--- src/rtl/tile_cfg_seq.sv ---
// rtl/tile_cfg_seq.sv - per-tile config memory and issue sequencer; TILE_CFG_SEQ_VALID_CHECK_EN refuses starts until every entry is written
module tile_cfg_seq #(
  parameter int KernelSize = 4,
  parameter int CfgWidth   = 49,
  parameter int AddrWidth  = $clog2(KernelSize)
) (
  input  logic                 clk_i,
  input  logic                 rst_i,
  input  logic [AddrWidth-1:0] cfg_addr_i,
  input  logic [CfgWidth-1:0]  cfg_data_i,
  input  logic                 cfg_wr_en_i,
  input  logic                 cfg_wr_valid_i,
  output logic                 cfg_ready_o,
  input  logic                 run_start_i,
  input  logic [15:0]          run_iters_i,
  output logic [CfgWidth-1:0]  cfg_o,
  output logic                 cfg_valid_o,
  input  logic                 tile_stall_i,
  output logic [AddrWidth-1:0] cfg_idx_o,
  output logic                 busy_o,
  output logic                 done_o,
  output logic                 err_o
);

  typedef enum logic [1:0] {IDLE, RUN, DONE} state_e;

  state_e               state_q, state_d;
  logic [CfgWidth-1:0]  mem_q [KernelSize];
  logic [CfgWidth-1:0]  mem_d [KernelSize];
  logic [CfgWidth-1:0]  cfg_q, cfg_d;
  logic                 cfg_valid_q, cfg_valid_d;
  logic [AddrWidth-1:0] idx_q, idx_d;
  logic [15:0]          iter_q, iter_d;
  logic [15:0]          iters_q, iters_d;
  logic                 wr_fire;
  logic                 start_ok;
  logic                 last_entry;
`ifdef TILE_CFG_SEQ_VALID_CHECK_EN
  logic [KernelSize-1:0] mask_q, mask_d;
  logic                  err_q, err_d;
`endif

  assign cfg_ready_o = (state_q == IDLE);
  assign busy_o      = (state_q == RUN) || (state_q == DONE);
  assign done_o      = (state_q == DONE);
  assign cfg_o       = cfg_q;
  assign cfg_valid_o = cfg_valid_q;
  assign cfg_idx_o   = idx_q;
`ifdef TILE_CFG_SEQ_VALID_CHECK_EN
  assign err_o       = err_q;
`else
  assign err_o       = 1'b0;
`endif

  assign wr_fire    = cfg_wr_valid_i && cfg_wr_en_i && cfg_ready_o && (int'(cfg_addr_i) < KernelSize);
  assign last_entry = (idx_q == AddrWidth'(KernelSize - 1));

  always_comb begin
    state_d     = state_q;
    mem_d       = mem_q;
    cfg_d       = cfg_q;
    cfg_valid_d = cfg_valid_q;
    idx_d       = idx_q;
    iter_d      = iter_q;
    iters_d     = iters_q;
    start_ok    = 1'b0;
`ifdef TILE_CFG_SEQ_VALID_CHECK_EN
    mask_d      = mask_q;
    err_d       = 1'b0;
`endif

    if (wr_fire) begin
      mem_d[cfg_addr_i] = cfg_data_i;
`ifdef TILE_CFG_SEQ_VALID_CHECK_EN
      mask_d[cfg_addr_i] = 1'b1;
`endif
    end

    case (state_q)
      IDLE: begin
        if (run_start_i && (run_iters_i != 16'd0)) begin
`ifdef TILE_CFG_SEQ_VALID_CHECK_EN
          // A same-cycle write counts toward completing the mask.
          start_ok = &mask_d;
          err_d    = ~start_ok;
`else
          start_ok = 1'b1;
`endif
        end
        if (start_ok) begin
          // Write-first: a same-cycle write to entry 0 is issued immediately.
          cfg_d       = mem_d[0];
          cfg_valid_d = 1'b1;
          idx_d       = '0;
          iter_d      = 16'd0;
          iters_d     = run_iters_i;
          state_d     = RUN;
        end
      end
      RUN: begin
        if (cfg_valid_q && !tile_stall_i) begin
          if (last_entry && (iter_q == iters_q - 16'd1)) begin
            cfg_d       = '0;
            cfg_valid_d = 1'b0;
            idx_d       = '0;
            state_d     = DONE;
          end else if (last_entry) begin
            idx_d  = '0;
            iter_d = iter_q + 16'd1;
            cfg_d  = mem_q[0];
          end else begin
            idx_d = idx_q + 1'b1;
            cfg_d = mem_q[idx_q + 1'b1];
          end
        end
      end
      DONE:    state_d = IDLE;
      default: state_d = IDLE;
    endcase
  end

  always_ff @(posedge clk_i) begin
    if (rst_i) begin
      state_q     <= IDLE;
      cfg_q       <= '0;
      cfg_valid_q <= 1'b0;
      idx_q       <= '0;
      iter_q      <= 16'd0;
      iters_q     <= 16'd0;
      for (int i = 0; i < KernelSize; i++) mem_q[i] <= '0;
`ifdef TILE_CFG_SEQ_VALID_CHECK_EN
      mask_q      <= '0;
      err_q       <= 1'b0;
`endif
    end else begin
      state_q     <= state_d;
      cfg_q       <= cfg_d;
      cfg_valid_q <= cfg_valid_d;
      idx_q       <= idx_d;
      iter_q      <= iter_d;
      iters_q     <= iters_d;
      for (int i = 0; i < KernelSize; i++) mem_q[i] <= mem_d[i];
`ifdef TILE_CFG_SEQ_VALID_CHECK_EN
      mask_q      <= mask_d;
      err_q       <= err_d;
`endif
    end
  end

endmodule

--- config.mk ---
export PLATFORM = sky130hd
export DESIGN_NAME = tile_cfg_seq
export DESIGN_NICKNAME = d
export VERILOG_FILES = /design/src/rtl/tile_cfg_seq.sv
export SDC_FILE = /design/constraint.sdc
export NUM_CORES = 1
export LEC_CHECK = 0
export CAP_MARGIN = 10
export CELL_PAD_IN_SITES_DETAIL_PLACEMENT = 2
export CELL_PAD_IN_SITES_GLOBAL_PLACEMENT = 2
export CORE_MARGIN = 2
export CORE_UTILIZATION = 34
export DETAILED_ROUTE_END_ITERATION = 6
export PLACE_DENSITY_LB_ADDON = 0.15
export SLEW_MARGIN = 30
export SYNTH_ARGS = -nofsm -noshare
export SYNTH_HDL_FRONTEND = slang
export SYNTH_SLANG_ARGS = --single-unit
--- constraint.sdc ---
create_clock -name clk_i -period 3.7 [get_ports clk_i]
set_clock_uncertainty 0.2 [all_clocks]
set_input_delay 1.11 -clock clk_i [delete_from_list [all_inputs] [get_ports clk_i]]
set_output_delay 1.11 -clock clk_i [all_outputs]
set_load 0.005 [all_outputs]
# Word level (Yosys, flattened, before mapping)
# Cells that the tools add are included.
[op_classes] add_sub_neg=3 multipliers=0 div=0 order_cmp=3 n_eq_ne=9 shift=0 muxes=32 bitwise_logic=2 reduce_logical=16
[op_table] cell="2-to-1 mux 49 bit" count=7
[op_table] cell="bitwise mux 196 bit" count=1
[op_table] cell="2-to-1 mux 196 bit" count=1
[op_table] cell="binary-select mux 49 bit (select 2 bit)" count=1
[op_table] cell="demux 49 bit (select 2 bit)" count=1
[op_table] cell="one-hot mux 49 bit (2 select lines)" count=1
[op_table] cell="2-to-1 mux 16 bit" count=4
[op_table] cell="one-hot mux 16 bit (2 select lines)" count=1
[op_table] cell="adder 16 x 1 -> 16 bit (second input constant)" count=1
[op_table] cell="== test 16 bit" count=1
[op_table] cell="nonzero test 16 bit" count=1
[op_table] cell="subtractor 16 x 1 -> 16 bit (second input constant)" count=1
[op_table] cell="2-to-1 mux 2 bit" count=7
[op_table] cell="one-hot mux 2 bit (2 select lines)" count=2
[op_table] cell=">= comparator 3 bit (second input constant)" count=2
[op_table] cell="logical AND 1 bit" count=6
[op_table] cell="!= test 2 x 1 -> 1 bit (second input constant)" count=3
[op_table] cell="NOT 2 -> 3 bit" count=2
[op_table] cell="AND reduction 3 bit" count=2
[op_table] cell="2-to-1 mux 1 bit" count=5
[op_table] cell="AND reduction 5 bit" count=1
[op_table] cell="== test 2 bit (second input constant)" count=2
[op_table] cell="!= test 2 bit (second input constant)" count=2
[op_table] cell="AND reduction 4 bit" count=1
[op_table] cell="9 further kinds" count=9
[totals] ff_bits=282 latch_bits=0 ram_bits=0 romBits=0 inputBits=73 output_inout_bits=56 elab_cells=75 mem_count=0

# Logic depth before layout (Yosys ltp)
# Gate-level depths: netlist of run 1.
[logic_depth] depth_word=9 depth_mapped=13 mapped_depth_nobuf=10

# Worst setup path before layout of run 1
# Ideal clock, no wire load.
[synth_path] path_kind="input-to-reg" from="input port run_iters_i[2]" to="register iter_q[10]" setup_ns=0.059 arrival_time_ns=3.040 required_time_ns=3.441 setup_slack_ns=0.400 stages=8 path_cell_list="nor4_1 > a41oi_1 > nand2_1 > nor2_1 > or2_2 > buf_2 > or4_1 > nand2_1"
[synth_via] elab_chain_len=6
[synth_rtl] element="start: declaration" line_no="15" source="input logic [15:0] run_iters_i,"
[synth_rtl] element="nonzero test 16 bit" line_no="81" source="if (run_start_i && (run_iters_i != 16'd0)) begin"
[synth_rtl] element="logical AND 1 bit" line_no="81"
[synth_rtl] element="2-to-1 mux 1 bit" line_no="81"
[synth_rtl] element="2-to-1 mux 1 bit" line_no="79" source="case (state_q)"
[synth_rtl] element="!= test 2 x 1 -> 1 bit (no source line)"
[synth_rtl] element="AND reduction 5 bit (no source line)"
[synth_rtl] element="end signal: assignment" line_no="140" source="iter_q <= iter_d;"
[synth_rtl] element="end: declaration" line_no="33" source="logic [15:0] iter_q, iter_d;"
# Every way passes these cells. The select of a mux whose other input is x is not followed.
# A chain may end at the register's enable or synchronous reset.

# Worst setup path in the final report of run 1
[layout_path] from="register iters_q[0]" to="register cfg_q[19] (netlist: cfg_o[19])"
[layout_via] elab_chain_len=6
[layout_rtl] element="start: declaration" line_no="34" source="logic [15:0] iters_q, iters_d;"
[layout_rtl] element="start signal: assignment" line_no="141" source="iters_q <= iters_d;"
[layout_rtl] element="subtractor 16 x 1 -> 16 bit" line_no="102" source="if (last_entry && (iter_q == iters_q - 16'd1)) begin"
[layout_rtl] element="== test 16 bit" line_no="102"
[layout_rtl] element="logical AND 1 bit" line_no="102"
[layout_rtl] element="2-to-1 mux 49 bit" line_no="102"
[layout_rtl] element="2-to-1 mux 49 bit" line_no="101" source="if (cfg_valid_q && !tile_stall_i) begin"
[layout_rtl] element="one-hot mux 49 bit (2 select lines)" line_no="79"
[layout_rtl] element="end signal: assignment" line_no="137" source="cfg_q <= cfg_d;"
[layout_rtl] element="end: declaration" line_no="30" source="logic [CfgWidth-1:0] cfg_q, cfg_d;"
# Every way passes these cells. The select of a mux whose other input is x is not followed.

==> results of run 1 <==
==> per-stage QoR <==
| step | hold WS [ps] | TNS [ps] | total power, mW | utilization [%] | setup slack, ps |
|---|---|---|---|---|---|
| after global placement | 238 | 0 | 4.92 | 40.0 | 51.9 |
| after detailed placement | 247 | -430 | 4.97 | 40.0 | -64.4 |
| after floorplan | 233 | 0 | 4.26 | - | 400 |
| after CTS | 256 | 0 | 8.24 | 42.9 | 227 |
| final | 255 | 0 | 8.17 | 42.9 | 371 |
| after global routing | 276 | 0 | 8.53 | 42.9 | 41.5 |
==> cell families after synthesis <==
family	synth area share [%]
AOI/OAI and AO/OA	19.7
xor gates and xnor gates	1.44
adders and majority gates	0.588
buffers and inverters	4.85
DFF	44.2
muxes	8.32
other	0.0294
and+or+nand+nor	20.8
==> cell usage in the layout, fill, tap and decap left out, types with 10 or more instances in the layout <==
cell and count:
a21oi_1 319, nor4_1 10, or2_2 10, nor3_1 56
buf_4 45, nand3_1 77, xnor2_1 15, buf_12 14
o22ai_1 99, nor2_1 64, nand2_1 329, mux2i_1 51
inv_1 10, dfxtp_1 281, mux2_2 49, clkbuf_1 13
clkdlybuf4s50_1 126, clkbuf_16 35
==> worst max-delay path, cell delays in order (launching register included) <==
cell and delay (ps):
dfxtp_1 330, inv_1 60, ha_1 230, nor4b_1 410, nand4_1 210, xnor2_1 200
a22oi_1 360, o2111ai_1 210, or2_2 480, buf_4 290, nand3_1 130, a21oi_1 70
==> layer usage <==
metal	up-vias	track usage (%)	wire, um
met5	-	0	0
met4	0	7.30	1250
met3	80	2.81	1520
met2	234	45.8	24500
met1	6401	32.3	22200
li1	5871	-	-
==> worst paths after layout <==
kind | startpoint | slack (ps) | to | depth (start not counted)
max | iters_q[0] | 370 | cfg_o[19] | 11
min reg2reg | flip-flop | 250 | flip-flop | 2
min | flip-flop | 250 | flip-flop | 2
max reg2reg | iters_q[0] | 370 | cfg_o[19] | 11
==> where the power goes <==
part,leakage (nW),total (mW),switching (mW),internal [mW]
logic,2.50,1.71,1.05,0.652
clock network,0.513,3.24,1.34,1.90
registers,2.28,3.23,0.0902,3.14
==> Yosys cell counts, types with 7 or more instances <==
cell,instances,area [um2]
a21oi_1,319,1600
and3_1,8,50.1
buf_1,11,41.3
buf_2,9,45.0
clkbuf_1,118,443
dfxtp_1,282,5650
inv_1,10,37.5
mux2_2,49,552
mux2i_1,51,510
nand2_1,330,1240
nand3_1,78,390
nand4_1,7,43.8
nor2_1,66,248
nor3_1,56,280
nor4_1,10,62.6
o211ai_1,8,60.1
o22ai_1,99,619
or2_2,9,56.3
or4_1,9,67.6
xnor2_1,15,131
==> layout make-up <==
cell class | count | area [um2]
antenna | 4 | 10.0
clock buffer | 56 | 1030
clock inverter | 2 | 13.8
fill | 4105 | 21000
inverter | 11 | 41.3
multi-input combinational | 1183 | 6570
sequential | 282 | 5650
tap | 468 | 586
timing repair buffer | 186 | 1890
==> results.tsv, run 1 <==
stage	metric	value	unit
clocking	CTS buffer count	35	
floorplan	die area	39100	um2
synthesis	number of flops mapped to enable cells by yosys	0	
routing	post-route ant nets	0	
clocking	post-CTS setup buffer count	0	
floorplan	standard-cell row count	70	
grt	gr usage total	25.6	%
place	post-placement cell area	14700	um2
synthesis	#FFs+latches synth	282	
flow_run	Max-Cap Viols	0	
timing	Fin. Hold Viols	0	
layout	Area growth syn-to-layout	23.7	%
critical_path	CP required	3870	ps
timing	# setup viols final	0	
critical_path	crit-path max FO	17	
timing	pins over their slew limit	0	
routing	routed vias	12586	
synthesis	Synth Flop Type	dfxtp_1	
clocking	H-tree levels	2	
grt	number of global-route vias before repair	13854	
routing	post-route DRC violation count	0	
floorplan	Chip Width	198	um
grt	total grt overflow	0	
floorplan	I/O pin count	129	
floorplan	Core Footprint	36800	um2
clocking	Post-CTS Hold Fix Bufs	0	
layout	Finished Layout Cells	2192	
synthesis	Post-Synthesis Cells	1619	
timing	FMAX	0.300	GHz
synthesis	Mapped Avg Cell Area	7.89	um2
critical_path	Crit Path Class	reg2reg	
critical_path	WP data arrival	3500	ps
clocking	root buffer cell	clkbuf_16	
clocking	clk sinks	282	
critical_path	CP endpoint kind	flip-flop	
clocking	PostCTS Resize Cnt	0	
floorplan	die height	198	um
routing	detailed-route wire length per cell	22.6	um
synthesis	Post-Synthesis Cell Area	12800	um2
layout	share of cells above drive strength 1	10.9	%
routing	aggregate routed wire length	49.4	mm
grt	initial antenna violation count	4	
hold_path	HP Class	reg2reg	
clocking	CTS tree	done	
place	HPWL after detailed placement	30.0	mm
grt	largest net degree at the start of global routing	112	
place	GPL Wtd Cong	0.797	
synthesis	FFs w/ async S/R, synth	0	%
synthesis	synthesized net count	1698	
timing	relative slew slack	44.4	%
synthesis	synth unique cells	60	
timing	period utilisation layout	90.0	%
place	port bufs	127	
layout	fin nets	1778	
place	DP Cell Count	2130	
clocking	clock latency on the worst-skew pair	510	ps
run_status	status	finished, final reports clean	
floorplan	Initial Utilization	34.7	%
timing	worst slew pin tran	834	ps
grt	first-pass GRT wire length	79.1	mm
routing	Via-to-Cell Ratio	5.74	
clocking	CTS clock-pin slew for the worst setup and hold paths	60	ps
layout	post-route cell area	15800	um2
synthesis	sequential fraction of the synthesis area	44.2	%
clocking	clock buffer depth	3	
timing	fin crit period	3330	ps
routing	DRT iter0 DRCs	485	
routing	Initial DRT Pass Iterations	4	
synthesis	number of synthesis warnings	0	
power_and_ir_drop	Lkg Pwr	5.29	nW
power_and_ir_drop	peak supply drop	0.270	mV
timing	RSZ-0062 raised after global routing	false	
critical_path	crit start category	flip-flop	
power_and_ir_drop	PD cells	518	nW/um2
Power figures use the tool's default switching activity.
==> inputs of run 2 (changes only) <==
--- a/config.mk
+++ b/config.mk
@@ -6,10 +6,8 @@
 export NUM_CORES = 1
 export LEC_CHECK = 0
 export CAP_MARGIN = 10
-export CELL_PAD_IN_SITES_DETAIL_PLACEMENT = 2
-export CELL_PAD_IN_SITES_GLOBAL_PLACEMENT = 2
 export CORE_MARGIN = 2
-export CORE_UTILIZATION = 34
+export CORE_UTILIZATION = 45
 export DETAILED_ROUTE_END_ITERATION = 6
 export PLACE_DENSITY_LB_ADDON = 0.15
 export SLEW_MARGIN = 30
==> run 2 against run 1 <==
Flip-flop and latch count is the same. Power fell by 2.3%. Non-clock buffer count down 8. Highest routed layer unchanged. Die area shrank 24%. Critical path type unchanged. Utilization increased by 13 points. First-iteration DRC count grew 110%. Largest power group is now registers.
==> results.tsv, run 2 (synthesized netlist as in run 1, its figures left out) <==
stage	metric	value	unit
grt	total grt overflow	0	
grt	initial antenna violation count	1	
routing	Initial DRT Pass Iterations	5	
layout	most frequent cells in the layout	nand2_1 (329), a21oi_1 (319), dfxtp_1 (281)	
timing	period utilisation layout	91.1	%
routing	aggregate routed wire length	38.6	mm
timing	fin crit period	3370	ps
clocking	clk sinks	282	
timing	Fin. Hold Viols	0	
floorplan	Initial Utilization	45.8	%
routing	routed length on met3	2.58	mm
place	post-placement cell area	14500	um2
critical_path	crit-path cells	inv_1 > ha_1 > nor4b_1 > nand4_1 > xnor2_1 > a22oi_1 > nand3_1 > o21ai_2 > buf_4 > o21ai_0 > a21oi_1	
grt	first-pass GRT wire length	61.4	mm
routing	routed vias	12071	
power_and_ir_drop	PD cells	513	nW/um2
critical_path	Reg2Reg Depth	11	
clocking	CTS tree	done	
grt	number of global-route vias before repair	11392	
floorplan	die area	29700	um2
routing	post-route DRC violation count	0	
routing	met2 WL	18.0	mm
clocking	Post-CTS Hold Fix Bufs	0	
place	HPWL after detailed placement	22.8	mm
critical_path	crit-path max FO	24	
floorplan	I/O pin count	129	
critical_path	CP required	3980	ps
timing	pins over their slew limit	0	
critical_path	Crit path buffers/inverters	2	
clocking	post-CTS setup buffer count	0	
floorplan	Chip Width	172	um
routing	DRT iter0 DRCs	1042	
power_and_ir_drop	peak supply drop	0.404	mV
clocking	PostCTS Resize Cnt	0	
critical_path	Top delay family on crit path	compound AO/OA/AOI/OAI gates	
clocking	clock buffer depth	3	
clocking	clock latency on the worst-skew pair	550	ps
timing	RSZ-0062 raised after global routing	false	
routing	detailed-route wire length per cell	18.5	um
timing	# setup viols final	0	
critical_path	Crit Path Class	reg2reg	
critical_path	largest stage delay on the critical path	690	ps
routing	Via-to-Cell Ratio	5.78	
timing	worst slew pin tran	839	ps
critical_path	RR Startpoint	iters_q[1]	
critical_path	CP endpoint kind	flip-flop	
critical_path	Worst R2R End	iter_q[6]	
floorplan	die height	172	um
critical_path	WP data arrival	3650	ps
hold_path	HP Class	reg2reg	
clocking	H-tree levels	1	
grt	largest net degree at the start of global routing	98	
routing	post-route ant nets	0	
timing	setup TNS	0	ps
run_status	status	finished, final reports clean	
layout	share of cells above drive strength 1	10.9	%
clocking	CTS clock-pin slew for the worst setup and hold paths	60	ps
grt	gr usage total	25.7	%
place	GPL Wtd Cong	0.866	
clocking	root buffer cell	clkbuf_16	
power_and_ir_drop	Lkg Pwr	5.26	nW
layout	fin nets	1765	
critical_path	Worst R2R Setup Slack	330	ps
critical_path	CP max stage cell	o21ai_2	
layout	post-route cell area	15600	um2
hold_path	hold depth	2	
clocking	CTS buffer count	30	
timing	relative slew slack	44.1	%
timing	FMAX	0.297	GHz
floorplan	Core Footprint	27900	um2
floorplan	standard-cell row count	61	
routing	met1 wire length	17.4	mm
routing	uppermost layer routed	met4	
critical_path	crit start category	flip-flop	
layout	most common cell after layout, fill and taps aside	nand2_1	
place	port bufs	127	
layout	Area growth syn-to-layout	22.0	%
flow_run	Max-Cap Viols	0	
-- run 2: cell types whose count changed in the layout (fill, tap and decap cells not counted), sizes merged --
cell / change
clkbuf: -14
diode: -2
bufinv: +3
inv: -2
clkinvlp: +1
buf: -8
clkinv: +10
-- run 2: worst max-delay path by stage --
stage | start | end | slack (ps) | depth (start not counted)
after floorplan | run_iters_i[2] | iter_q[10] | 400 | 8
final | iters_q[1] | iter_q[6] | 330 | 11
after global routing | iters_q[0] | iter_q[5] | 60 | 11
after detailed placement | run_iters_i[7] | iter_q[3] | 20 | 9
after global placement | run_iters_i[7] | iter_q[8] | 30 | 9
after CTS | iters_q[1] | iter_q[6] | 360 | 11
-- run 2: stage by stage --
stage | total power [mW] | hold slack, ps | std cells | worst slack, ps | utilization (%)
finish | 7.99 | 251 | 2090 | 330 | 55.9
global route | 8.29 | 267 | 2089 | 61.2 | 55.9
CTS | 8.01 | 252 | 2088 | 361 | 55.9
detailed placement | 4.88 | 244 | 2032 | 16.9 | 52.1
global placement | 4.86 | 238 | 2032 | 29.4 | 52.1
floorplan | 4.26 | 233 | 1619 | 400 | -
-- run 2: final cells by class --
type / count / area (um2)
antenna: 2 / 5.00
clock buffer: 42 / 897
clock inverter: 14 / 151
fill: 2589 / 12300
inverter: 11 / 41.3
multi-input combinational: 1183 / 6560
sequential: 282 / 5650
tap: 378 / 473
timing repair buffer: 178 / 1800
-- run 2: where the power goes --
group / switching (mW) / internal [mW]
Clock: 1.26 / 1.89
Sequential: 0.0789 / 3.13
Combinational: 0.967 / 0.653
Total: 2.31 / 5.68
-- run 2: routing by layer --
layer | global-route usage, % | up-vias
li1 | - | 5847
met1 | 35.5 | 5741
met2 | 42.6 | 426
met3 | 3.36 | 57
met4 | 6.28 | 0
met5 | 0 | -
-- run 2: worst register-to-register path: stages (launching register included) --
cell     delay, ps
dfxtp_1        310
inv_1           70
ha_1           240
nor4b_1        400
nand4_1        210
xnor2_1        200
a22oi_1        310
nand3_1        230
o21ai_2        690
buf_4          250
o21ai_0         80
a21oi_1        130
